File: src/rtl/sar_sequencer_if.sv
// Control/result bundle between the SAR sequencer and its wrapper/analog macro.
// The master side drives control and the comparator decision; the slave side is the sequencer.
interface sar_sequencer_if #(
  parameter int N_BITS = 8
);
  logic              en;
  logic              start;
  logic              cont;
  logic              cmp;
  logic              sample;
  logic [N_BITS-1:0] dac;
  logic [N_BITS-1:0] dout;
  logic              done;
  logic              busy;

  modport master (
    output en, start, cont, cmp,
    input  sample, dac, dout, done, busy
  );

  modport slave (
    input  en, start, cont, cmp,
    output sample, dac, dout, done, busy
  );
endinterface

File: src/rtl/sar_sequencer.sv
// SAR ADC sequencer: sample window, MSB-first bit trials on the CDAC, one-cycle done strobe.
// state     | meaning
// S_IDLE    | waiting for en & start; sample/dac low
// S_SAMPLE  | sample switch closed for T_SAMPLE cycles
// S_CONVERT | bit trials, each held T_SETTLE cycles, cmp read on the last edge
// S_DONE    | one cycle: dout/done published, cont decides SAMPLE or IDLE
module sar_sequencer #(
  parameter int N_BITS   = 8,
  parameter int T_SAMPLE = 4,
  parameter int T_SETTLE = 1
) (
  input  logic            clk,
  input  logic            rst,
  sar_sequencer_if.slave  bus
);

  localparam int T_MAX = (T_SAMPLE > T_SETTLE) ? T_SAMPLE : T_SETTLE;
  localparam int TW    = (T_MAX > 1) ? $clog2(T_MAX) : 1;
  localparam int IW    = $clog2(N_BITS);

  localparam logic [TW-1:0]     SAMPLE_LOAD = TW'(T_SAMPLE - 1);
  localparam logic [TW-1:0]     SETTLE_LOAD = TW'(T_SETTLE - 1);
  localparam logic [IW-1:0]     MSB_IDX     = IW'(N_BITS - 1);
  localparam logic [N_BITS-1:0] MSB_CODE    = {1'b1, {(N_BITS-1){1'b0}}};

  typedef enum logic [1:0] {S_IDLE, S_SAMPLE, S_CONVERT, S_DONE} state_t;

  state_t            state;
  logic [TW-1:0]     timer;
  logic [IW-1:0]     idx;
  logic              sample_q;
  logic              done_q;
  logic              busy_q;
  logic [N_BITS-1:0] dac_q;
  logic [N_BITS-1:0] dout_q;
  logic [N_BITS-1:0] kept;
  logic [N_BITS-1:0] next_trial;

  // The trial register doubles as the partial result: bits above idx are decided,
  // bit idx is the bit under trial, bits below are still zero.
  always_comb begin
    kept      = dac_q;
    kept[idx] = bus.cmp;
    next_trial = kept;
    if (idx != '0) next_trial[idx - IW'(1)] = 1'b1;
  end

  always_ff @(posedge clk) begin
    if (rst) begin
      state    <= S_IDLE;
      timer    <= '0;
      idx      <= '0;
      sample_q <= 1'b0;
      dac_q    <= '0;
      dout_q   <= '0;
      done_q   <= 1'b0;
      busy_q   <= 1'b0;
    end else if (!bus.en) begin
      // dout deliberately untouched: an aborted conversion never publishes.
      state    <= S_IDLE;
      timer    <= '0;
      idx      <= '0;
      sample_q <= 1'b0;
      dac_q    <= '0;
      done_q   <= 1'b0;
      busy_q   <= 1'b0;
    end else begin
      done_q <= 1'b0;
      case (state)
        S_IDLE: begin
          if (bus.start) begin
            state    <= S_SAMPLE;
            sample_q <= 1'b1;
            busy_q   <= 1'b1;
            timer    <= SAMPLE_LOAD;
            dac_q    <= '0;
          end
        end
        S_SAMPLE: begin
          if (timer == '0) begin
            state    <= S_CONVERT;
            sample_q <= 1'b0;
            dac_q    <= MSB_CODE;
            idx      <= MSB_IDX;
            timer    <= SETTLE_LOAD;
          end else begin
            timer <= timer - TW'(1);
          end
        end
        S_CONVERT: begin
          if (timer == '0) begin
            if (idx == '0) begin
              state  <= S_DONE;
              dac_q  <= kept;
              dout_q <= kept;
              done_q <= 1'b1;
            end else begin
              dac_q <= next_trial;
              idx   <= idx - IW'(1);
              timer <= SETTLE_LOAD;
            end
          end else begin
            timer <= timer - TW'(1);
          end
        end
        S_DONE: begin
          if (bus.cont) begin
            state    <= S_SAMPLE;
            sample_q <= 1'b1;
            timer    <= SAMPLE_LOAD;
            dac_q    <= '0;
          end else begin
            state  <= S_IDLE;
            dac_q  <= '0;
            busy_q <= 1'b0;
          end
        end
        default: begin
          state    <= S_IDLE;
          sample_q <= 1'b0;
          dac_q    <= '0;
          busy_q   <= 1'b0;
        end
      endcase
    end
  end

  assign bus.sample = sample_q;
  assign bus.dac    = dac_q;
  assign bus.dout   = dout_q;
  assign bus.done   = done_q;
  assign bus.busy   = busy_q;

endmodule

File: src/flat_wrapper.sv
// flat-port wrapper written by rule: the top's interface ports become plain ports
module sar_sequencer_flat 
#(
  parameter int N_BITS   = 8,
  parameter int T_SAMPLE = 4,
  parameter int T_SETTLE = 1
)
  (clk, rst, bus_en, bus_start, bus_cont, bus_cmp, bus_sample, bus_dac, bus_dout, bus_done, bus_busy);
  sar_sequencer_if #(.N_BITS(N_BITS)) bus_i ();
  input  logic clk;
  input  logic rst;
  input wire logic [$bits(bus_i.en)-1:0] bus_en;
  input wire logic [$bits(bus_i.start)-1:0] bus_start;
  input wire logic [$bits(bus_i.cont)-1:0] bus_cont;
  input wire logic [$bits(bus_i.cmp)-1:0] bus_cmp;
  output wire logic [$bits(bus_i.sample)-1:0] bus_sample;
  output wire logic [$bits(bus_i.dac)-1:0] bus_dac;
  output wire logic [$bits(bus_i.dout)-1:0] bus_dout;
  output wire logic [$bits(bus_i.done)-1:0] bus_done;
  output wire logic [$bits(bus_i.busy)-1:0] bus_busy;
  assign bus_i.en = bus_en;
  assign bus_i.start = bus_start;
  assign bus_i.cont = bus_cont;
  assign bus_i.cmp = bus_cmp;
  assign bus_sample = bus_i.sample;
  assign bus_dac = bus_i.dac;
  assign bus_dout = bus_i.dout;
  assign bus_done = bus_i.done;
  assign bus_busy = bus_i.busy;
  sar_sequencer #(.N_BITS(N_BITS), .T_SAMPLE(T_SAMPLE), .T_SETTLE(T_SETTLE)) u_core (.clk(clk), .rst(rst), .bus(bus_i));
endmodule
File: config.mk
export PLATFORM = sky130hd
export DESIGN_NAME = sar_sequencer_flat
export DESIGN_NICKNAME = d
export VERILOG_FILES = /design/src/rtl/sar_sequencer_if.sv /design/src/rtl/sar_sequencer.sv /design/src/flat_wrapper.sv
export SDC_FILE = /design/constraint.sdc
export NUM_CORES = 1
export LEC_CHECK = 0
export CAP_MARGIN = 15
export CORE_MARGIN = 2
export CORE_UTILIZATION = 30
export DETAILED_ROUTE_END_ITERATION = 8
export GPL_TIMING_DRIVEN = 0
export PLACE_DENSITY = 0.48
export SLEW_MARGIN = 20
export SYNTH_ARGS = -nofsm -noshare
export SYNTH_HDL_FRONTEND = slang
export SYNTH_SLANG_ARGS = --single-unit
File: constraint.sdc
create_clock -name clk -period 4.5 [get_ports clk]
set_input_delay 1.125 -clock clk [delete_from_list [all_inputs] [get_ports clk]]
set_output_delay 1.125 -clock clk [all_outputs]
set_load 0.05 [all_outputs]
==> reports/results.txt, run 1 <==
Outcome: finished clean
Inserted Clock Buffers: 3
Post-synth top area share: 36.2%
I/O Pins: 25
Skew final: 1.93 ps
CP Capture Type: primary output
Top-count cell post-synth: dfxtp_1
RR Startpoint: u_core.state[1]
Arrival time at the worst endpoint: 1470 ps
Setup violators final: 0
Gpl congestion: 0.745
TritonCTS clock tree: yes
Worst vdd ir: 120 µV
Starting Density: 30.8%
Pleak: 0.000643 µW
Synth-to-Final Area Change: 26.4%
Vias in the first global route: 1165
WP data required: 3380 ps
Slew Limit Fails: 0
PortBufs: 24
Routed WL: 3.45 mm
DRC viols: 0
Final TNS setup: 0 ps
Reg2reg path depth: 6
Fin crit share: 57.8%
Clock Path Buffers: 2
CP Cell Sequence: clkdlybuf4s50_1
Fmax: 0.385 GHz
DR WL/cell: 14.8 µm
Share of layout cells above drive strength 1: 14.5%
RSZ-0062 raised after global routing: no
CP Launch Type: flip-flop
Die width: 73.2 µm
P_int: 385 µW
Relative slew slack: 64.9%
Delay-heaviest family, CP: buffers and inverters
WP buf/inv: 1
Clock sink count: 26
Chip height: 73.2 µm
Synth cell count leaders: dfxtp_1, nor2_1, mux2_2, mux2i_1, a21oi_1
Min-Delay Path Class: reg -> reg
Area contributors post-synth: dfxtp_1, mux2_2, mux2i_1
GRT Overall Usage: 14.0%
Pwr dens: 285 nW/µm²
Largest net degree at the start of global routing: 16
Max-cap violations: 0
Routed Antenna Nets: 0
Worst r2r dst: u_core.bus.dac[4]
HP Start: u_core.bus.sample
Yosys warnings: 0
Grt ovf: 0
Sequential Power Share: 46.4%
First-pass iteration count of the detailed router: 4
Psw: 132 µW
DP HPWL: 2.61 mm
R2R setup slack: 2600 ps
Combinational Power Share: 14.5%
Hold_buf cts: 0
Diode count: 0
Total power: 517 µW
Row count: 25
Shortest period the worst path allows: 2600 ps
Yosys cell types: 41
Total number of vias: 1183
Synth Area per Inst: 9.51 µm²
Setup Fix Bufs, Post-CTS: 0
Seq cells post-synth: 26
Clk root buf: clkbuf_8
Critical path's slowest cell: clkdlybuf4s50_1
First-pass GRT wire length: 5.74 mm
Clock-pin slew on the worst setup and hold paths: 100 ps
Clock power frac: 39.1%
Drt first-iter violations: 55
Mapped cell area: 1440 µm²
Post-CTS Resized: 0
Min Hold Slack: 477 ps
Final nets: 193
Largest area contributor in the netlist: dfxtp_1
Post-synth EDFFs: 0
Measured slew at the worst slew-check pin: 526 ps
Switch share: 25.5%
Met3 Routed Length: 103 µm
Post-synth ARST share: 0%
Hold EP: u_core.bus.sample
Met2 wire len: 1.61 mm
Critical Path Max Stage Delay: 810 ps
WHS Path Cells: 2
Final hold viol count: 0
Mapped Nets: 164
Initial antenna violation count: 0
H-tree depth: 1
CP Max Fanout: 3
Clock insertion delay at the later pin of the skew report: 280 ps
Core region area: 4660 µm²
Metal-1 WL: 1.68 mm
Top FF cell, synth: dfxtp_1
Crit Path Class: reg -> out
Vias per cell: 5.08
Seq/Total Area, Yosys: 36.2%
Die area: 5360 µm²
Gate Count Post-Synth: 151
DR top layer: met4
## state kept, by name, indices dropped and copies added (netlist names)
| register | count |
|---|---|
| u_core.timer | 2 |
| u_core.bus.done | 1 |
| u_core.bus.sample | 1 |
| u_core.state | 2 |
| u_core.bus.busy | 1 |
| u_core.bus.dout | 8 |
| u_core.idx | 3 |
| u_core.bus.dac | 8 |
## layout by cell type (no fill, tap or decap), types with 4 or more instances in the layout
| cell | n |
|---|---|
| dfxtp_1 | 26 |
| nand3b_1 | 4 |
| nand2_1 | 7 |
| inv_1 | 6 |
| ha_1 | 7 |
| mux2i_1 | 9 |
| nand3_1 | 5 |
| o2bb2ai_1 | 6 |
| nor2b_1 | 4 |
| clkdlybuf4s50_1 | 24 |
| a21oi_1 | 8 |
| mux2_2 | 10 |
| nor2_1 | 15 |
## routing by layer
layer	global-route usage [%]	up-vias
met5	0	-
met4	4.94	0
met3	2.35	4
met2	21.4	16
met1	19.6	558
li1	-	605
## how the worst max path moves through the flow
stage | from | end | cells after the start
6_report | u_core.bus.dac[1] | bus_dac[1] | 1
5_1_grt | u_core.bus.dac[1] | bus_dac[1] | 1
4_1_cts | u_core.bus.dac[1] | bus_dac[1] | 1
3_5_place_dp | rst | u_core.bus.dac[5] | 5
3_3_place_gp | rst | u_core.bus.dac[5] | 5
2_1_floorplan | rst | u_core.bus.dac[0] | 4
## power groups by stage
stage | clock network, µW | registers [µW] | logic [µW]
finish | 202 | 240 | 74.9
detailed placement | 0 | 245 | 75.0
CTS | 207 | 240 | 75.1
global route | 218 | 241 | 83.0
global placement | 0 | 245 | 73.6
floorplan | 0 | 249 | 48.9
## cell type report
type	count	area (µm²)
Fill cell	470	2850
Multi-Input combinational cell	111	833
Sequential cell	26	520
Timing Repair Buffer	24	240
Tap cell	54	67.6
Buffer	8	60.1
Clock buffer	3	41.3
Clock inverter	1	30.0
Inverter	6	22.5
## cells by family (layout without fill, tap and decap cells)
kind of cell	count (synthesis)	after routing	synth area share, %
AOI/OAI and AO/OA	35	35	18.7
adders and majority gates	7	7	6.10
buffers and inverters	14	42	5.75
DFF	26	26	36.2
muxes	19	19	14.1
and+or+nand+nor	50	50	19.1
## tightest hold or removal path, delay by kind of cell (launching register included)
family	cells	cell delay, ps
flops	1	330
compound gates	2	110
## through the flow
step                utilization [%]  cell area, µm²  cells  setup WS [ps]
floorplan                         -            1440    151           2550
global placement               37.4            1740    229           1770
detailed placement             37.4            1740    229           1760
CTS                            39.0            1820    233           1890
global route                   39.0            1820    233           1840
finish                         39.0            1820    233           1900
Power figures use the tool's default switching activity.
==> inputs of run 2 (changes only) <==
clock period = 2.5 ns   (was 4.5 ns; I/O delays follow)
==> results of run 2 <==
The final DEF is identical to that of run 1. Status: finished clean.
Main changes from that run: setup slack after placement 1760 ps -> 259 ps; setup slack after layout 1900 ps -> 401 ps; register-to-register setup slack 2600 ps -> 600 ps; total power 517 µW -> 930 µW; worst IR drop on VDD 120 µV -> 216 µV
